$ cat config.mk
export PLATFORM = sky130hd
export DESIGN_NAME = iserdes_bitslip_ctrl
export DESIGN_NICKNAME = d
export VERILOG_FILES = /design/src/rtl/iserdes_bitslip_ctrl.sv
export SDC_FILE = /design/constraint.sdc
export NUM_CORES = 1
export LEC_CHECK = 0
export ABC_AREA = 1
export CAP_MARGIN = 20
export CORE_UTILIZATION = 40
export CTS_CLUSTER_SIZE = 40
export DETAILED_ROUTE_END_ITERATION = 6
export PLACE_DENSITY = 0.67
export SLEW_MARGIN = 20
export SYNTH_ARGS = -nofsm -noshare
export SYNTH_HDL_FRONTEND = slang
export SYNTH_SLANG_ARGS = --single-unit
$ cat constraint.sdc
create_clock -name divclk -period 2.6 [get_ports divclk]
set_input_delay 0.52 -clock divclk [delete_from_list [all_inputs] [get_ports divclk]]
set_output_delay 0.52 -clock divclk [all_outputs]
set_load 0.005 [all_outputs]
$ cat src/rtl/iserdes_bitslip_ctrl.sv
// Word-alignment training controller for one ISERDESE2 lane.
// Waits for the deserialised word to settle, compares it against a training
// pattern and issues BITSLIP pulses until the pattern is seen on MATCH_COUNT
// consecutive divclk cycles (done) or the slip budget runs out (fail).
`timescale 1ns/1ps
module iserdes_bitslip_ctrl #(
    parameter int DW            = 4,
    parameter int SETTLE_CYCLES = 3,
    parameter int MATCH_COUNT   = 8,
    parameter int MAX_SLIPS     = 7
) (
    input  logic                           divclk,
    input  logic                           resetn,
    input  logic                           start,
    input  logic [DW-1:0]                  train_pattern,
    input  logic [DW-1:0]                  q,
    input  logic                           monitor_en,
    output logic                           bitslip,
    output logic                           busy,
    output logic                           done,
    output logic                           fail,
    output logic                           lock_lost,
    output logic [$clog2(MAX_SLIPS+1)-1:0] slip_count
);
    localparam int SCW = $clog2(MAX_SLIPS+1);
    localparam int STW = $clog2(SETTLE_CYCLES+1);
    localparam int MCW = $clog2(MATCH_COUNT+1);
    localparam logic [STW-1:0] SETTLE_LOAD = STW'(SETTLE_CYCLES-1);
    localparam logic [MCW-1:0] MATCH_LAST  = MCW'(MATCH_COUNT-1);
    localparam logic [SCW-1:0] SLIP_MAX    = SCW'(MAX_SLIPS);

    typedef enum logic [2:0] {
        IDLE, SETTLE, CHECK, SLIP, DONE, FAIL
    } state_t;

    state_t          state, state_n;
    logic [STW-1:0]  settle_cnt, settle_n;
    logic [MCW-1:0]  match_cnt, match_n;
    logic [SCW-1:0]  slip_n;
    logic            bitslip_n, busy_n, done_n, fail_n, lost_n;

    // State and every output are registered; reset clears all immediately.
    always_ff @(posedge divclk or negedge resetn) begin
        if (!resetn) begin
            state      <= IDLE;
            settle_cnt <= '0;
            match_cnt  <= '0;
            slip_count <= '0;
            bitslip    <= 1'b0;
            busy       <= 1'b0;
            done       <= 1'b0;
            fail       <= 1'b0;
            lock_lost  <= 1'b0;
        end else begin
            state      <= state_n;
            settle_cnt <= settle_n;
            match_cnt  <= match_n;
            slip_count <= slip_n;
            bitslip    <= bitslip_n;
            busy       <= busy_n;
            done       <= done_n;
            fail       <= fail_n;
            lock_lost  <= lost_n;
        end
    end

    // Next-state and next-output decode; outputs are derived from the next
    // state so they line up with the state register.
    always_comb begin
        state_n   = state;
        settle_n  = settle_cnt;
        match_n   = match_cnt;
        slip_n    = slip_count;
        bitslip_n = 1'b0;
        done_n    = done;
        fail_n    = fail;
        lost_n    = lock_lost;
        case (state)
            IDLE, DONE, FAIL: begin
                // Post-lock monitoring only; no automatic retrain.
                if (state == DONE && monitor_en && q != train_pattern)
                    lost_n = 1'b1;
                if (start) begin
                    state_n  = SETTLE;
                    settle_n = SETTLE_LOAD;
                    slip_n   = '0;
                    done_n   = 1'b0;
                    fail_n   = 1'b0;
                    lost_n   = 1'b0;
                end
            end
            SETTLE: begin
                if (settle_cnt == '0) begin
                    state_n = CHECK;
                    match_n = '0;
                end else begin
                    settle_n = settle_cnt - 1'b1;
                end
            end
            CHECK: begin
                if (q == train_pattern) begin
                    if (match_cnt == MATCH_LAST) begin
                        state_n = DONE;
                        done_n  = 1'b1;
                    end else begin
                        match_n = match_cnt + 1'b1;
                    end
                end else begin
                    match_n = '0;
                    if (slip_count == SLIP_MAX) begin
                        state_n = FAIL;
                        fail_n  = 1'b1;
                    end else begin
                        state_n   = SLIP;
                        bitslip_n = 1'b1;
                    end
                end
            end
            SLIP: begin
                // The slip counts once its pulse has been issued.
                slip_n   = slip_count + 1'b1;
                settle_n = SETTLE_LOAD;
                state_n  = SETTLE;
            end
            default: state_n = IDLE;
        endcase
        busy_n = (state_n == SETTLE) || (state_n == CHECK) || (state_n == SLIP);
    end
endmodule

== After elaboration in Yosys (flattened, before gate mapping) ==
Index checks and enable logic that the tools add are counted.
Operators by class
  $mul: 0
  reduce and logical (&&, ||, !) cells: 18
  muxes and demuxes: 27
  bitwise gates (word level): 0
  shift-type cells: 0
  add/sub/neg operators: 3
  $lt $le $gt $ge: 0
  divide/modulo/power cells: 0
  equality and inequality tests: 20
Operators with widths (number)
  two-way mux 3 bit: 6
  != test 2 bit, second input constant: 7
  equality test 3 x 2 -> 1 bit, second input constant: 4
  two-way mux 4 bit: 3
  case mux 3 bit (4 select lines): 1
  two-way mux 1 bit: 10
  equality test 3 bit, second input constant: 3
  case mux 4 bit (2 select lines): 1
  AND reduction 4 bit: 2
  nonzero test 2 bit: 4
  equality test 3 x 1 -> 1 bit, second input constant: 2
  case mux 2 bit (3 select lines): 1
  case mux 3 bit (2 select lines): 1
  AND reduction 3 bit: 2
  adder 4 x 1 -> 4 bit, second input constant: 1
  equality test 4 x 3 -> 1 bit, second input constant: 1
  equality test 4 bit: 1
  two-way mux 2 bit: 2
  != test 4 bit: 1
  case mux 1 bit (2 select lines): 2
  AND reduction 2 bit: 2
  adder 3 x 1 -> 3 bit, second input constant: 1
  logical NOT 3 bit: 1
  != test 3 bit, second input constant: 1
  other kinds (6): 8
Storage, ports and cells
  bits in latches: 0
  memory bits (writable): 0
  register bits after elaboration: 17
  word-level logic and storage cells: 77
  output and inout bits: 8
  bits of input ports: 12
  memory bits (read-only): 0
  memories kept: 0

== Depth between registers and ports, before layout ==
  depth in word-level cells: 7
  gate-level depth with buffers: 9

== Least setup slack after synthesis ==
OpenSTA, ideal clock, no wires.
  path kind: input -> register
  start point: input q[1]
  end point: register match_cnt[0]
  setup slack: 1361 ps
  path buffers: 0
  data arrival time: 1122 ps
  setup time: 117 ps
  cell stages on the path: 9
  cells stage by stage: inv_1 > nand2_1 > nand2_1 > nor2_4 > nand3_1 > nand2_2 > nand2_1 > nand2_1 > nand2_1
On the way
  longest elaborated chain between the ends: 3
  elaborated cells on any way between the ends: 5
  classes of those cells: eq/ne: 2; mux: 2; reduce/logical: 1
Ends and longest elaborated chain
  from (decl): RTL line 16  | input logic [DW-1:0] q,
  equality test 4 bit (*): RTL line 101  | if (q == train_pattern) begin
  != test 3 bit (no line) / two-way mux 4 bit (equally long branches)
  AND reduction 3 bit (no line) / case mux 4 bit (2 select lines) (equally long branches)
  to (signal assigned): RTL line 57  | match_cnt <= match_n;
  to (decl): RTL line 38  | logic [MCW-1:0] match_cnt, match_n;
Every way passes the cells marked *; elsewhere a longest branch is shown, timed or not.
A chain may end at the register's enable or synchronous reset.

== Worst setup path in the final report ==
  start point: register slip_count[0]
  end point: output slip_count[0]
RTL lines
  from (decl): RTL line 23  | output logic [$clog2(MAX_SLIPS+1)-1:0] slip_count
  from (signal assigned): RTL line 58  | slip_count <= slip_n;
No word-level cell between the ends.

==> flow_results.xml <==
<?xml version="1.0" encoding="UTF-8"?>
<metrics>
  <group name="setup_path">
    <metric name="setup.worst_path.end" unit="">slip_count[0]</metric>
    <metric name="critical_path_required" unit="ns">2.08</metric>
    <metric name="critical_path.top_delay_family" unit="">buffers and inverters</metric>
    <metric name="critPathLaunchType" unit="">register</metric>
    <metric name="timing.reg2reg.setup_slack" unit="ns">1.25</metric>
    <metric name="criticalPathCategory" unit="">register to output port</metric>
    <metric name="r2r_end" unit="">match_cnt[0]</metric>
    <metric name="critical_path.cell_chain" unit="">clkdlybuf4s50_1</metric>
    <metric name="critPathBufInv" unit="">1</metric>
    <metric name="path_depth" unit="">1</metric>
    <metric name="crit_path_top_delay_cell" unit="">clkdlybuf4s50_1</metric>
    <metric name="max_stage_delay" unit="ns">0.52</metric>
    <metric name="reg2reg_depth" unit="">8</metric>
    <metric name="endpoint_type_of_the_worst_setup_path" unit="">output port</metric>
    <metric name="path_max_fanout" unit="">4</metric>
    <metric name="worstPathArrival" unit="ns">1.21</metric>
    <metric name="critical_path.reg2reg.startpoint" unit="">match_cnt[0]</metric>
    <metric name="worst_setup_path_startpoint" unit="">slip_count[0]</metric>
  </group>
  <group name="drt">
    <metric name="vias" unit="">814</metric>
    <metric name="detail_route.wirelength" unit="um">1800</metric>
    <metric name="router_iterations_before_antenna_repair" unit="">4</metric>
    <metric name="dr_vias_cell" unit="">4.733</metric>
    <metric name="ant_nets" unit="">0</metric>
    <metric name="detail_routed_net_length_per_standard_cell" unit="um">10.47</metric>
    <metric name="drt_first_iter_violations" unit="">20</metric>
    <metric name="post-route-drc-count" unit="">0</metric>
  </group>
  <group name="floorplanning">
    <metric name="die_span_in_y" unit="um">50.89</metric>
    <metric name="dieWidth" unit="um">50.89</metric>
    <metric name="core_region_area" unit="um2">2233</metric>
    <metric name="rows" unit="">17</metric>
    <metric name="die_area" unit="um2">2589</metric>
    <metric name="initial_core_util" unit="%">42.80</metric>
    <metric name="pin_count" unit="">20</metric>
  </group>
  <group name="timing">
    <metric name="maximum_clock_frequency" unit="MHz">577.6</metric>
    <metric name="timing_worst_slew_pin_value" unit="ns">0.7314</metric>
    <metric name="worst_slack" unit="ns">0.8688</metric>
    <metric name="fin_setup_tns" unit="ns">0</metric>
    <metric name="hold_viol" unit="">0</metric>
    <metric name="slew_headroom" unit="%">51.08</metric>
    <metric name="grt_setup_unrepaired" unit="">false</metric>
    <metric name="drv_slew" unit="">0</metric>
    <metric name="min_period" unit="ns">1.731</metric>
    <metric name="setup_violations" unit="">0</metric>
    <metric name="clock-skew-final" unit="ns">0.003418</metric>
    <metric name="min_period_over_period" unit="%">66.58</metric>
  </group>
  <group name="synthesis">
    <metric name="syn_avg_cell_area" unit="um2">7.900</metric>
    <metric name="synth-seq-area-share" unit="%">44.50</metric>
    <metric name="yosys_warnings" unit="">0</metric>
    <metric name="post_synth_inst_count" unit="">121</metric>
    <metric name="count_of_different_cell_masters_after_synthesis" unit="">22</metric>
    <metric name="synth_nets" unit="">137</metric>
    <metric name="synth_register_bits" unit="">17</metric>
    <metric name="mappedNetlistArea" unit="um2">955.9</metric>
  </group>
  <group name="global_routing">
    <metric name="grt_overflow_total" unit="">0</metric>
    <metric name="grt_start_max_net_pins" unit="">18</metric>
    <metric name="grt_antenna_before_repair" unit="">0</metric>
    <metric name="global_route.usage.total" unit="%">16.75</metric>
    <metric name="first_global_vias" unit="">770</metric>
    <metric name="wire_length_of_the_first_global_routing_pass" unit="um">3160</metric>
  </group>
  <group name="cts">
    <metric name="cts_htree_levels" unit="">1</metric>
    <metric name="clk_latency" unit="ns">0.29</metric>
    <metric name="cts_root_buf" unit="">clkbuf_4</metric>
    <metric name="ctsLongestPathBuffers" unit="">2</metric>
    <metric name="total_number_of_clock_tree_sinks" unit="">17</metric>
    <metric name="cts-buffers-inserted" unit="">3</metric>
    <metric name="cts-resized-gates" unit="">0</metric>
    <metric name="cts_setup_buffers" unit="">0</metric>
    <metric name="holdBufCountCts" unit="">0</metric>
    <metric name="cts.reportedPaths.clkPinSlew" unit="ns">0.09</metric>
    <metric name="cts_tree" unit="">done</metric>
  </group>
  <group name="cells_and_area">
    <metric name="layout.filler_cells" unit="">217</metric>
    <metric name="layout-drive-gt1-share" unit="%">13.89</metric>
    <metric name="diodes_inserted" unit="">0</metric>
    <metric name="mostFrequentLayoutCells" unit="">nand2_1, clkdlybuf4s50_1, inv_1, dfrtp_1, nand3_1</metric>
    <metric name="design.final.nets" unit="">161</metric>
    <metric name="area.growth.synth_to_final" unit="%">26.31</metric>
    <metric name="most_common_cell_after_layout_fill_and_taps_aside" unit="">nand2_1</metric>
    <metric name="utilization" unit="%">54.06</metric>
  </group>
  <group name="pwr">
    <metric name="peakVddDrop" unit="mV">0.5146</metric>
    <metric name="cellLeakagePower" unit="uW">0.0006573</metric>
    <metric name="powerDensity" unit="nW/um2">731.3</metric>
  </group>
  <group name="placed_design">
    <metric name="gpl.final_weighted_congestion" unit="">0.7703</metric>
    <metric name="buffer_ports.inserted" unit="">19</metric>
    <metric name="dp.final_hpwl" unit="um">1493</metric>
    <metric name="pre_cts_slack" unit="ns">0.7669</metric>
  </group>
  <group name="run_status">
    <metric name="status" unit="">completed</metric>
  </group>
  <group name="run">
    <metric name="max_cap_violations" unit="">0</metric>
  </group>
  <group name="min_path">
    <metric name="timing.hold.worst.class" unit="">register to register</metric>
  </group>
</metrics>
-- sequential cells by signal (all words and copies together) (netlist names) --
signal      cells
state           3
lock_lost       1
fail            1
slip_count      3
settle_cnt      2
bitslip         1
match_cnt       4
done            1
busy            1
-- worst min-delay path, cell delays in order, from the launching register on --
cell and delay (ns):
dfrtp_1 0.37, nand2_1 0.06, nand2_1 0.05
-- power by group --
group,switching [uW],internal [uW]
clock,79.9,59.7
sequential,50.6,324
combinational,208,160
total,338,545
-- how the worst min path moves through the flow --
stage          cells past startpoint          start            end
6_report                           2           fail           fail
3_5_place_dp                       2           fail           fail
4_1_cts                            2           fail           fail
5_1_grt                            2           fail           fail
3_3_place_gp                       1  settle_cnt[0]  settle_cnt[0]
2_1_floorplan                      0         resetn        bitslip
-- metrics by stage --
stage / area [um2] / total power, uW / hold slack [ns] / cells
global placement: 1181 / 736.3 / 0.4649 / 168
CTS: 1207 / 898.3 / 0.5025 / 172
finish: 1207 / 883.0 / 0.5027 / 172
global route: 1207 / 966.8 / 0.5312 / 172
detailed placement: 1181 / 752.5 / 0.4783 / 168
floorplan: 955.9 / 617.4 / 0.2244 / 121
-- cell usage after synthesis --
cell type  number  area share [%]
nor2_1          6             2.4
xnor2_1         1            0.92
nor2_4          3             3.5
a22oi_1         1            0.79
ha_1            4             5.2
nor2_2          2             1.3
o21ai_0         1            0.52
a21oi_1         2             1.0
nand3_1        16             8.4
inv_2           5             2.0
nand3_2         1             1.0
inv_1          17             6.7
o21ai_1         1            0.52
nor3_1          2             1.0
a31oi_1         1            0.65
dfrtp_1        17              45
nand4_1         2             1.3
nand2_4         1             1.2
nand2_2         4             2.6
a21oi_2         1            0.92
nand2_1        32              13
xor2_1          1            0.92
-- metal layers --
metal | track usage [%] | routed length [um] | up-vias
li1 | - | - | 427
met1 | 20.15 | 838 | 364
met2 | 28.67 | 857 | 18
met3 | 2.976 | 67 | 5
met4 | 8.333 | 36 | 0
met5 | 0 | 0 | -
-- final cells by class --
type,count,area (um2),area share [%]
inverter,22,82.58,6.839
multi-input combinational,82,447.9,37.10
sequential,17,425.4,35.23
timing repair buffer,19,190.2,15.75
tap,28,35.03,2.902
clock buffer,4,26.28,2.176
-- logic make-up (layout without fill, tap and decap cells) --
kind of cell / count (synthesis) / after routing / synth area share (%)
XOR/XNOR: 2 / 2 / 1.833
buffers and inverters: 22 / 45 / 8.639
flip-flops: 17 / 17 / 44.50
AO/OA/AOI/OAI: 7 / 7 / 4.450
adder cells (fa/ha/maj): 4 / 4 / 5.236
AND/OR/NAND/NOR: 69 / 69 / 35.34
Power figures use the tool's default switching activity.
==> RTL change 1, RTL diff (same settings) <==
Register the output `slip_count` once more, with the module's reset; this adds one clock of latency there. The other outputs are not delayed to match.
--- a/src/rtl/iserdes_bitslip_ctrl.sv
+++ b/src/rtl/iserdes_bitslip_ctrl.sv
@@ -34,4 +34,6 @@
     } state_t;
 
+    logic [$clog2(MAX_SLIPS+1)-1:0] slip_count_s0;
+
     state_t          state, state_n;
     logic [STW-1:0]  settle_cnt, settle_n;
@@ -46,5 +48,5 @@
             settle_cnt <= '0;
             match_cnt  <= '0;
-            slip_count <= '0;
+            slip_count_s0 <= '0;
             bitslip    <= 1'b0;
             busy       <= 1'b0;
@@ -56,5 +58,5 @@
             settle_cnt <= settle_n;
             match_cnt  <= match_n;
-            slip_count <= slip_n;
+            slip_count_s0 <= slip_n;
             bitslip    <= bitslip_n;
             busy       <= busy_n;
@@ -71,5 +73,5 @@
         settle_n  = settle_cnt;
         match_n   = match_cnt;
-        slip_n    = slip_count;
+        slip_n    = slip_count_s0;
         bitslip_n = 1'b0;
         done_n    = done;
@@ -108,5 +110,5 @@
                 end else begin
                     match_n = '0;
-                    if (slip_count == SLIP_MAX) begin
+                    if (slip_count_s0 == SLIP_MAX) begin
                         state_n = FAIL;
                         fail_n  = 1'b1;
@@ -119,5 +121,5 @@
             SLIP: begin
                 // The slip counts once its pulse has been issued.
-                slip_n   = slip_count + 1'b1;
+                slip_n   = slip_count_s0 + 1'b1;
                 settle_n = SETTLE_LOAD;
                 state_n  = SETTLE;
@@ -127,4 +129,12 @@
         busy_n = (state_n == SETTLE) || (state_n == CHECK) || (state_n == SLIP);
     end
+    always_ff @(posedge divclk or negedge resetn) begin
+        if (!resetn) begin
+            slip_count <= '0;
+        end else begin
+            slip_count <= slip_count_s0;
+        end
+    end
+
 endmodule
 
Function: changed (Yosys sat finds a counterexample within 10 cycles, from zero or initial values and one cycle with resetn low).
==> RTL change 1 against the original RTL <==
  * Area after synthesis increased by 6.8%
  * Routed wire length increased by 8.7%
  * Design area increased by 8.2%
  * Worst setup slack improved by 31 ps
  * Combinational power decreased by 10%
  * Power increased by 14%
  * Via count increased by 4.9%
  * Sequential cell count increased by 3
  * Critical path type unchanged
==> RTL change 1: results (changes against the original RTL) <==
Timing
The minimum clock period came to 1700 ps (-30.5 ps). The transition time at the pin with the least slew margin came to 258 ps (-474 ps).

Detailed routing
The via count was 854 (+4.9%). The violation count after the first detailed-route iteration is 9 (-55%). The final routed wirelength across all metal layers is 1960 um (+8.7%).

Synthesis
After synthesis, the cell types taking the most area are sky130_fd_sc_hd__dfrtp_1, sky130_fd_sc_hd__nand2_1, sky130_fd_sc_hd__ha_1. The xor and xnor area share after synthesis came to 1.72% (-0.12 points). The average size of a mapped cell is 8.65 sq um (+9.5%).

The complex-gate fraction of the synthesized area is 8.58% (+4.1 points). In the synthesized netlist, the cells that appear most often are sky130_fd_sc_hd__nand2_1, sky130_fd_sc_hd__dfrtp_1, sky130_fd_sc_hd__inv_1.

CTS
The worst-skew pair later-pin latency is 310 ps (+20 ps).

Worst setup path
The delay of the slowest critical-path stage is 500 ps (-20 ps). The worst register-to-register path ends at busy. The data arrival time of the critical path is 1180 ps (-30 ps).

Min path
The startpoint of the lowest-slack hold path is slip_count_s0[1].

GRT
The wire length of the first global-routing pass is 3440 um (+9.0%). The via count of the first global-routing pass is 808 (+4.9%). The largest net degree at the start of global routing was 21 (+3).

Pwr
The reported leakage power is 0.649 nW (-1.2%). The switching power came to 0.329 mW (-2.7%).

Outcome
The flow ran to the end, and the final reports show no timing, DRC or antenna violations.

Placement
The setup slack after placement is 722 ps (-44.4 ps). The routability congestion estimate from global placement is 0.778 (+0.93%). The post-placement cell count was 166 (-1.2%). The HPWL after detailed placement is 1530 um (+2.4%).
## RTL change 1: per-layer routing
| metal | up-vias | GRT usage (%) | routed length (um) |
|---|---|---|---|
| met1 | 404 | 21.7 | 919 |
| met3 | 4 | 3.48 | 46 |
| met5 | - | 0 | 0 |
| met4 | 0 | 7.89 | 35 |
| met2 | 10 | 29.5 | 954 |
| li1 | 436 | - | - |
## RTL change 1: power groups by stage
stage	sequential (mW)	clock [mW]	combinational, mW
floorplan	0.419	0	0.215
global placement	0.422	0	0.326
detailed placement	0.424	0	0.334
CTS	0.418	0.264	0.336
global route	0.426	0.274	0.381
finish	0.417	0.258	0.331
## RTL change 1: cells by family after synthesis
group	after synthesis
DFF	20
adders and majority gates	4
buffers and inverters	16
xor gates and xnor gates	2
and+or+nand+nor	64
AOI/OAI and AO/OA	12
## RTL change 1: worst min path at each step
stage                    endpoint  cells past startpoint  slack (ps)
floorplan                 bitslip                      0         220
global placement    slip_count[1]                      0         390
detailed placement  slip_count[1]                      0         400
CTS                 slip_count[1]                      0         430
global route        slip_count[2]                      0         450
finish              slip_count[1]                      0         430
## RTL change 1: area by class of cell
cell class / instances / area (sq um)
clock buffers: 3 / 22.5
flip-flops and latches: 20 / 500
fillers: 233 / 1010
multi-input cells: 82 / 460
inverters: 16 / 60.1
clock inverters: 1 / 30.0
well taps: 28 / 35.0
repair buffers: 20 / 198
==> RTL change 2, RTL diff (config.mk and constraints unchanged) <==
Without the edit above. `MAX_SLIPS`: 7 -> 9.
--- a/src/rtl/iserdes_bitslip_ctrl.sv
+++ b/src/rtl/iserdes_bitslip_ctrl.sv
@@ -8,5 +8,5 @@
     parameter int SETTLE_CYCLES = 3,
     parameter int MATCH_COUNT   = 8,
-    parameter int MAX_SLIPS     = 7
+    parameter int MAX_SLIPS     = 9
 ) (
     input  logic                           divclk,
Interface: changed (resized slip_count); port bits go from 20 to 21. No check against the original RTL was run, so the function may have changed too.
==> RTL change 2 against the original RTL <==
  * Power grew 11%
  * Sequential cell count grew 1
  * Design area grew 8.8%
  * Critical endpoint unchanged
  * Worst setup slack lost 71 ps
  * Routed wire length grew 13%
  * Hold slack gained 2.7 ps
  * Maximum frequency shrank 3.9%
  * Area after synthesis grew 8.8%
==> RTL change 2: results (changes against the original RTL) <==
Detailed routing
The final routed wirelength across all metal layers is 2030 um (+13%). The length of the first detailed-routing pass in iterations is 4 (unchanged). The violation count after the first detailed-route iteration is 21 (+5.0%).

The detail-routed net length per standard cell is 11.2 um (+7.1%). The via count is 923 (+13%).

Worst setup path
The maximum fanout encountered on the critical timing path is 6 (+2). The largest individual stage delay along the critical path comes from the cell sky130_fd_sc_hd__clkdlybuf4s50_1. The worst register-to-register path has a setup slack of between 1000 and 1500 ps. The data arrival time of the critical path is 1280 ps (+70 ps). The cell type group with the largest total delay on the critical path is buffers and inverters.

The delay of the slowest critical-path stage is 530 ps.

Synthesis
After synthesis, the cell types taking the most area are sky130_fd_sc_hd__dfrtp_1, sky130_fd_sc_hd__nand2_1, sky130_fd_sc_hd__nand3_1. The net count after synthesis came to 143 (+4.4%). The complex-gate fraction of the synthesized area is 8.30% (+3.9 points). The warning count from the yosys run is 0 (unchanged).

The synthesized-area fraction occupied by adder cells is 4.81% (-0.42 points). After synthesis, the most frequently instantiated cells are sky130_fd_sc_hd__nand2_1, sky130_fd_sc_hd__dfrtp_1, sky130_fd_sc_hd__inv_1. The post-synthesis cell count is 127 (+5.0%). The unique cell type count in the Yosys netlist is 26 (+18%). Among all flip-flop cells after synthesis, the most frequent one is sky130_fd_sc_hd__dfrtp_1. The portion of the post-synthesis area used by sequential elements is 43.3% (-1.2 points).

The multiplexer share of the synthesized area was 0% (unchanged). The share of flip-flops with an asynchronous set or reset after synthesis is 100% (unchanged). The xor and xnor area share after synthesis is 2.53% (+0.69 points).

Pwr
The reported leakage power is 0.643 nW (-2.1%). The maximum vdd drop is 498 uV (-3.2%).

Placement
The post-placement cell count is 177 (+5.4%). The quantity of I/O buffers inserted on ports is 20 (+1). The HPWL after detailed placement is 1580 um (+6.1%).

The routability congestion estimate from global placement is 0.941 (+22%). The placed cell area is 1280 sq um (+8.2%).

Outcome
The flow ran to the end, and the final reports show no timing, DRC or antenna violations.

CTS
The TritonCTS buffer count came to 3 (unchanged). The number of buffers on the longest clock path is 2 (unchanged). The buffer count from post-CTS setup fixing was 0 (unchanged).

The cell sitting at the root of the clock tree is a sky130_fd_sc_hd__clkbuf_4. The number of levels in the clock H-tree is 1 (unchanged). The clock transition time at the flip-flop clock pins of the worst setup and hold paths is 110 ps (+20 ps). The number of instances resized during post-cts repair was 0 (unchanged).

The worst-skew pair later-pin latency is 290 ps (about the same).

GRT
The largest net degree at the start of global routing is 19 (+1). The wire length of the first global-routing pass came to 3430 um (+8.5%). The initial antenna violation count is 0 (unchanged). The overall fraction of global-route tracks in use came to 16.9% (+0.15 points). The via count of the first global-routing pass came to 824 (+7.0%).

Cells and area
The final net count came to 168 (+4.3%). The largest registers in the layout are match_cnt x4, slip_count x4, state x3. The total of fill cells in the finished design is 249 (+15%).

The share of final-layout standard cells stronger than drive strength 1 came to 16.6% (+2.7 points). The final antenna diode count came to 0 (unchanged).

Timing
The setup clock skew after layout came to 2.98 ps (-0.439 ps). The smallest hold slack is 505 ps (+2.75 ps). The headroom to the max-slew limit was 44.6% (-6.5 points).

Min path
The min-delay analysis places its worst path in the category reg2reg.
-- RTL change 2: final cells by class --
| cell class | instances | share of cell area (%) |
|---|---|---|
| Sequential cell | 18 | 34.3 |
| Inverter | 21 | 6.57 |
| Tap cell | 30 | 2.86 |
| Timing Repair Buffer | 20 | 15.2 |
| Clock buffer | 4 | 2.76 |
| Multi-Input combinational cell | 88 | 38.3 |
-- RTL change 2: logic make-up after synthesis --
kind of cell,count (synthesis)
adders and majority gates,4
and+or+nand+nor,67
DFF,18
AOI/OAI and AO/OA,14
xor gates and xnor gates,3
buffers and inverters,21
-- RTL change 2: power breakdown --
part           switching (mW)  leakage (nW)  internal (mW)  total, mW
Clock                  0.0911        0.0210         0.0853      0.176
Sequential             0.0592         0.238          0.338      0.398
Combinational           0.236         0.385          0.173      0.409
Total                   0.386         0.643          0.597      0.983
-- RTL change 2: worst register-to-register path: cells and delay by family (launching register included) --
| family | cells | cell delay (ps) |
|---|---|---|
| and+or+nand+nor | 7 | 650 |
| DFF | 1 | 410 |
| adders and majority gates | 1 | 180 |
-- RTL change 2: path summary, 6_finish.rpt --
path,startpoint,end,depth (start not counted)
min in group asynchronous,resetn,slip_count[2],1
setup reg to reg,match_cnt[0],match_cnt[3],8
hold / removal,lock_lost,lock_lost,2
max in group asynchronous,resetn,match_cnt[2],1
hold reg to reg,lock_lost,lock_lost,2
setup / recovery,slip_count[0],slip_count[0],1
-- RTL change 2: metrics by stage --
stage          setup WS [ps]  util (%)
6_report                 798      53.0
5_1_grt                  732      53.0
4_1_cts                  791      53.0
3_5_place_dp             751      51.6
3_3_place_gp             795      51.6
2_1_floorplan           1340         -
-- RTL change 2: routing by layer --
layer / up-vias / GRT usage [%] / part of all wire, %
met5: - / 0 / 0
met4: 0 / 6.58 / 1.3
met1: 430 / 20.6 / 45
li1: 464 / - / -
met3: 4 / 2.59 / 3.8
met2: 25 / 29.5 / 50
